[config.mk]
export PLATFORM = sky130hd
export DESIGN_NAME = prbs_tx_seq
export DESIGN_NICKNAME = d
export VERILOG_FILES = /design/src/rtl/prbs_tx_seq.sv
export SDC_FILE = /design/constraint.sdc
export NUM_CORES = 1
export LEC_CHECK = 0
export BUFFER_PORTS_ARGS = -buffer_cell sky130_fd_sc_hd__buf_2
export CORE_MARGIN = 2
export CORE_UTILIZATION = 53
export DETAILED_ROUTE_END_ITERATION = 7
export PLACE_DENSITY = 0.8
export SYNTH_ARGS = -nofsm -noshare
export SYNTH_HDL_FRONTEND = slang
export SYNTH_SLANG_ARGS = --single-unit
[constraint.sdc]
create_clock -name clk1280 -period 3 [get_ports clk1280]
set_input_delay 0.3 -clock clk1280 [delete_from_list [all_inputs] [get_ports clk1280]]
set_output_delay 0.3 -clock clk1280 [all_outputs]
set_load 0.02 [all_outputs]
[src/rtl/prbs_tx_seq.sv]
// Run sequencer for the PRBS transmit lane: reseed, idle preamble, counted or continuous burst.
// Define PRBS_TX_SEQ_ERR_INJ_EN to compile in on-request word corruption for far-end checker tests.
module prbs_tx_seq #(
  parameter int unsigned PREAMBLE_LEN = 16,
  parameter logic [15:0] IDLE_WORD    = 16'hBC50
) (
  input  logic        clk1280,
  input  logic        rst_n,
  input  logic        start,
  input  logic        abort,
  input  logic [31:0] burst_len,
  input  logic [15:0] prbs_word,
  output logic        prbs_load,
  output logic        prbs_en,
  output logic [15:0] tx_word,
  output logic        tx_valid,
  output logic        busy,
  output logic        done,
  output logic [31:0] word_cnt,
  input  logic        inj_req,
  input  logic [15:0] inj_mask,
  output logic        inj_ack
);

  typedef enum logic [2:0] {S_IDLE, S_SEED, S_PRE, S_RUN, S_DONE} state_t;

  localparam logic [7:0] PRE_LAST = 8'(PREAMBLE_LEN - 1);

  state_t      state_q, state_d;
  logic [7:0]  pre_cnt_q, pre_cnt_d;
  logic [31:0] burst_q, burst_d;
  logic [31:0] word_cnt_q, word_cnt_d;
  logic [15:0] tx_word_d;
  logic [15:0] inj_xor;
  logic        inj_ack_d;

  always_comb begin
    state_d    = state_q;
    pre_cnt_d  = pre_cnt_q;
    burst_d    = burst_q;
    word_cnt_d = word_cnt_q;
    case (state_q)
      S_IDLE: begin
        if (start && !abort) begin
          state_d    = S_SEED;
          burst_d    = burst_len;
          word_cnt_d = '0;
        end
      end
      S_SEED: begin
        state_d   = S_PRE;
        pre_cnt_d = '0;
      end
      S_PRE: begin
        if (pre_cnt_q == PRE_LAST) state_d = S_RUN;
        else                       pre_cnt_d = pre_cnt_q + 8'd1;
      end
      S_RUN: begin
        // a zero burst length never completes: continuous streaming
        if ((burst_q != '0) && (word_cnt_q == burst_q)) state_d = S_DONE;
      end
      S_DONE:  state_d = S_IDLE;
      default: state_d = S_IDLE;
    endcase
    if (abort && (state_q != S_IDLE)) state_d = S_IDLE;
    if (state_d == S_RUN) word_cnt_d = word_cnt_q + 32'd1;
  end

`ifdef PRBS_TX_SEQ_ERR_INJ_EN
  logic inj_req_q, pend_q, pend_d, inj_fire;

  always_comb begin
    inj_fire = pend_q && (state_d == S_RUN);
    pend_d   = pend_q;
    if (inj_fire) pend_d = 1'b0;
    if ((state_d == S_IDLE) && (state_q != S_IDLE)) pend_d = 1'b0;
    // a fresh request merges into any pending one
    if (inj_req && !inj_req_q) pend_d = 1'b1;
  end

  assign inj_xor   = inj_fire ? inj_mask : 16'h0000;
  assign inj_ack_d = inj_fire;

  always_ff @(posedge clk1280 or negedge rst_n) begin
    if (!rst_n) begin
      inj_req_q <= 1'b0;
      pend_q    <= 1'b0;
    end else begin
      inj_req_q <= inj_req;
      pend_q    <= pend_d;
    end
  end
`else
  logic unused_inj;
  assign unused_inj = ^{inj_req, inj_mask};
  assign inj_xor    = 16'h0000;
  assign inj_ack_d  = 1'b0;
`endif

  always_comb begin
    tx_word_d = IDLE_WORD;
    if (state_d == S_RUN) tx_word_d = prbs_word ^ inj_xor;
  end

  // outputs are decoded from the next state so every strobe is a flop
  always_ff @(posedge clk1280 or negedge rst_n) begin
    if (!rst_n) begin
      state_q    <= S_IDLE;
      pre_cnt_q  <= '0;
      burst_q    <= '0;
      word_cnt_q <= '0;
      tx_word    <= IDLE_WORD;
      prbs_load  <= 1'b0;
      prbs_en    <= 1'b0;
      tx_valid   <= 1'b0;
      busy       <= 1'b0;
      done       <= 1'b0;
      inj_ack    <= 1'b0;
    end else begin
      state_q    <= state_d;
      pre_cnt_q  <= pre_cnt_d;
      burst_q    <= burst_d;
      word_cnt_q <= word_cnt_d;
      tx_word    <= tx_word_d;
      prbs_load  <= (state_d == S_SEED);
      prbs_en    <= (state_d == S_PRE) || (state_d == S_RUN);
      tx_valid   <= (state_d == S_PRE) || (state_d == S_RUN);
      busy       <= (state_d != S_IDLE);
      done       <= (state_d == S_DONE);
      inj_ack    <= inj_ack_d;
    end
  end

  assign word_cnt = word_cnt_q;

endmodule

==> flow_metrics.py <==
metrics = {
    "status": {
        "status": "finished clean",
    },
    "die": {
        "die_h_microns": 97.37,
        "die_width_microns": 97.37,
        "core_sq_um": 8593,
        "initial_core_util_pct": 53.77,
        "row_count": 34,
        "die-area_sq_um": 9481,
        "io_pins": 123,
    },
    "setup_path": {
        "crit_family": "simple AND/OR/NAND/NOR gates",
        "cp_cell_sequence": "or4b_1 > or3_4 > a2111oi_4 > o31ai_4 > or2_0 > buf_4 > o41ai_2",
        "cp_slowest_cell": "or4b_1",
        "arrival_ps": 3060,
        "max_stage_delay_ps": 570,
        "crit_path_end_kind": "flop",
        "start_kind": "flop",
        "crit_required_ps": 3260,
        "r2r_slack_ps": 200,
        "path_max_fanout": 26,
        "crit_buf_inv": 1,
        "critical_path_class": "flop to flop",
    },
    "global_routing": {
        "grt-ovfl-total": 0,
        "grt_pass1_wl_microns": 18750,
        "grt_pass1_vias": 3709,
        "grt_use_total_pct": 24.48,
        "antenna_found_initial": 0,
        "grt_start_max_net_pins": 46,
    },
    "timing": {
        "fmax_mhz": 356.7,
        "rsz0062_at_grt": "no",
        "hold_violations": 0,
        "slew_violations": 0,
        "setup_viol": 0,
        "layout_min_cycle_time_ps": 2803,
        "relSlewSlack_pct": 51.92,
        "tns_ps": 0,
        "skew_ps": 11.79,
        "post-route-period-util_pct": 93.45,
        "worstMarginPinSlew_ps": 715.7,
        "holdWs_ps": 116.4,
    },
    "yosys": {
        "ys_types": 43,
        "synth_nets": 497,
        "synth_edf_count": 0,
        "synth_area_sq_um": 4621,
        "ys_warn_count": 0,
        "syn_avg_cell_area_sq_um": 10.85,
        "synthFlopType": "dfrtp_1",
        "syn_inst": 426,
        "yosysSeqAreaShare_pct": 51.64,
        "ys_ff_latch": 95,
        "async_flop_share_pct": 100.0,
    },
    "job": {
        "drv_cap": 0,
    },
    "drt": {
        "drtPass1Iterations": 4,
        "wl_per_cell_microns": 17.31,
        "drc_errors": 0,
        "wirelength_microns": 10990,
        "ant_nets": 0,
        "drt_first_iter_violations": 320,
        "viasPerCell": 5.876,
        "vias": 3731,
    },
    "clock_tree": {
        "cts_made_buffers": 9,
        "cts_setup_buffers": 0,
        "htreeDepth": 3,
        "clock-sinks": 95,
        "clkTransAtPathRegs_ps": 100,
        "clockBufferDepth": 2,
        "clock_latency_ps": 370,
        "root_buffer": "clkbuf_8",
        "cts_tree": "built",
    },
    "power": {
        "cellPowerDensity_nw_per_um2": 543.0,
        "ir_drop_mv": 0.3464,
        "p_leak_nw": 2.572,
    },
    "place": {
        "placed_cells": 618,
        "hpwl_microns": 7934,
        "port_buffers": 104,
        "gp_congestion": 0.8265,
        "place_area_sq_um": 5231,
    },
    "final_layout": {
        "finalNetCount": 593,
        "fin_cells": 635,
        "final_core_util_pct": 63.53,
        "layout-drive-gt1-share_pct": 33.78,
        "syn_to_final_growth_pct": 18.14,
        "post-route-cell-area_sq_um": 5459,
        "num_antenna_cells": 0,
    },
    "worst_hold_path": {
        "min_path_type": "primary input to flop",
    },
}
what timing repair did:
action,in CTS,in global routing
endpoints found under the setup margin,0,2
hold endpoints to repair,36,0
hold buffers,1,0
gates resized for setup,0,2
worst paths after layout:
check / cells after the start / start / to
worst max-delay path: 7 / pre_cnt_q[4]$_DFFE_PN0P_ / word_cnt[14]$_DFFE_PN0P_
worst min-delay path: 2 / prbs_word[4] / tx_word[4]$_DFF_PN1_
worst max register to register: 7 / pre_cnt_q[4]$_DFFE_PN0P_ / word_cnt[14]$_DFFE_PN0P_
worst min register to register: 1 / word_cnt[31]$_DFFE_PN0P_ / word_cnt[31]$_DFFE_PN0P_
max in group asynchronous: 3 / rst_n / word_cnt[21]$_DFFE_PN0P_
min in group asynchronous: 2 / rst_n / tx_word[14]$_DFF_PN0_
report_power, final:
part / leakage, nW / total (mW) / switching, mW / internal, mW
combinational: 1.24 / 0.516 / 0.261 / 0.255
clock: 0.105 / 0.862 / 0.466 / 0.396
sequential: 1.22 / 1.59 / 0.157 / 1.43
area by class of cell:
cell class / instances / area (sq um)
tap: 108 / 135.1
sequential: 95 / 2386
inverter: 5 / 18.77
clock inverter: 7 / 78.83
multi-input combinational: 297 / 2116
timing repair buffer: 114 / 600.6
fill: 709 / 3134
clock buffer: 9 / 123.9
kinds of logic (layout without fill, tap and decap cells):
logic type,after synthesis,count (layout),share of synthesized area (%)
other,1,1,0.08116
xor gates and xnor gates,38,38,7.203
and+or+nand+nor,131,131,15.62
adders and majority gates,2,2,0.5415
AOI/OAI and AO/OA,92,92,13.73
muxes,33,33,8.042
buffers and inverters,34,135,3.141
DFF,95,95,51.64
per-stage QoR:
stage | setup slack [ps] | power (mW)
2_1_floorplan | 426.7 | 1.930
3_3_place_gp | 286.6 | 2.094
3_5_place_dp | 222.8 | 2.125
4_1_cts | 204.2 | 2.978
5_1_grt | 45.92 | 3.111
6_report | 196.6 | 2.964
cell usage in the layout (no fill, tap or decap), drive strengths merged, types with 2 or more instances in the layout:
cell type	n
buf	113
dfrtp	88
xor2	36
o21ai	34
mux2	33
o31ai	23
nor2	21
nand3	18
nor4	17
and2	17
nand2	15
nand4	12
a31oi	11
clkbuf	9
a21oi	8
or3	8
inv	8
and3	7
dfstp	7
o41ai	6
nor3	5
and4	4
a41oi	4
clkinv	3
xnor2	2
nor2b	2
nand2b	2
ha	2
per-layer routing:
metal | wire [microns] | up-vias | GRT usage (%)
li1 | - | 1759 | -
met1 | 4927 | 1841 | 35.35
met2 | 5231 | 115 | 37.98
met3 | 612 | 16 | 4.388
met4 | 218 | 0 | 7.906
met5 | 0 | - | 0
sequential cells by signal, summed over array words and instances (netlist names):
name       count
busy           1
done           1
burst_q       32
tx_valid       1
state_q        3
word_cnt      32
pre_cnt_q      8
tx_word       16
prbs_load      1
synth_stat cells, drive strengths merged, types with 2 or more instances:
| cell type | instances | share of area [%] |
|---|---|---|
| xnor2 | 2 | 0.38 |
| dfstp | 7 | 4.0 |
| a31oi | 11 | 1.5 |
| dfrtp | 88 | 48 |
| clkbuf | 22 | 1.8 |
| nand2 | 15 | 1.2 |
| nor3 | 5 | 0.54 |
| inv | 5 | 0.41 |
| nor2 | 21 | 1.7 |
| o41ai | 6 | 1.5 |
| o31ai | 23 | 3.8 |
| nand3 | 18 | 1.9 |
| nand2b | 2 | 0.27 |
| nor4 | 17 | 2.3 |
| and3 | 7 | 0.95 |
| o21ai | 34 | 3.7 |
| ha | 2 | 0.54 |
| a41oi | 4 | 0.76 |
| or3 | 8 | 1.2 |
| and4 | 4 | 0.76 |
| buf | 7 | 0.95 |
| a21oi | 8 | 0.87 |
| mux2 | 33 | 8.0 |
| xor2 | 36 | 6.8 |
| nand4 | 12 | 1.6 |
| nor2b | 2 | 0.27 |
| and2 | 17 | 2.3 |
Note: power is estimated with default switching activity, not from simulation.
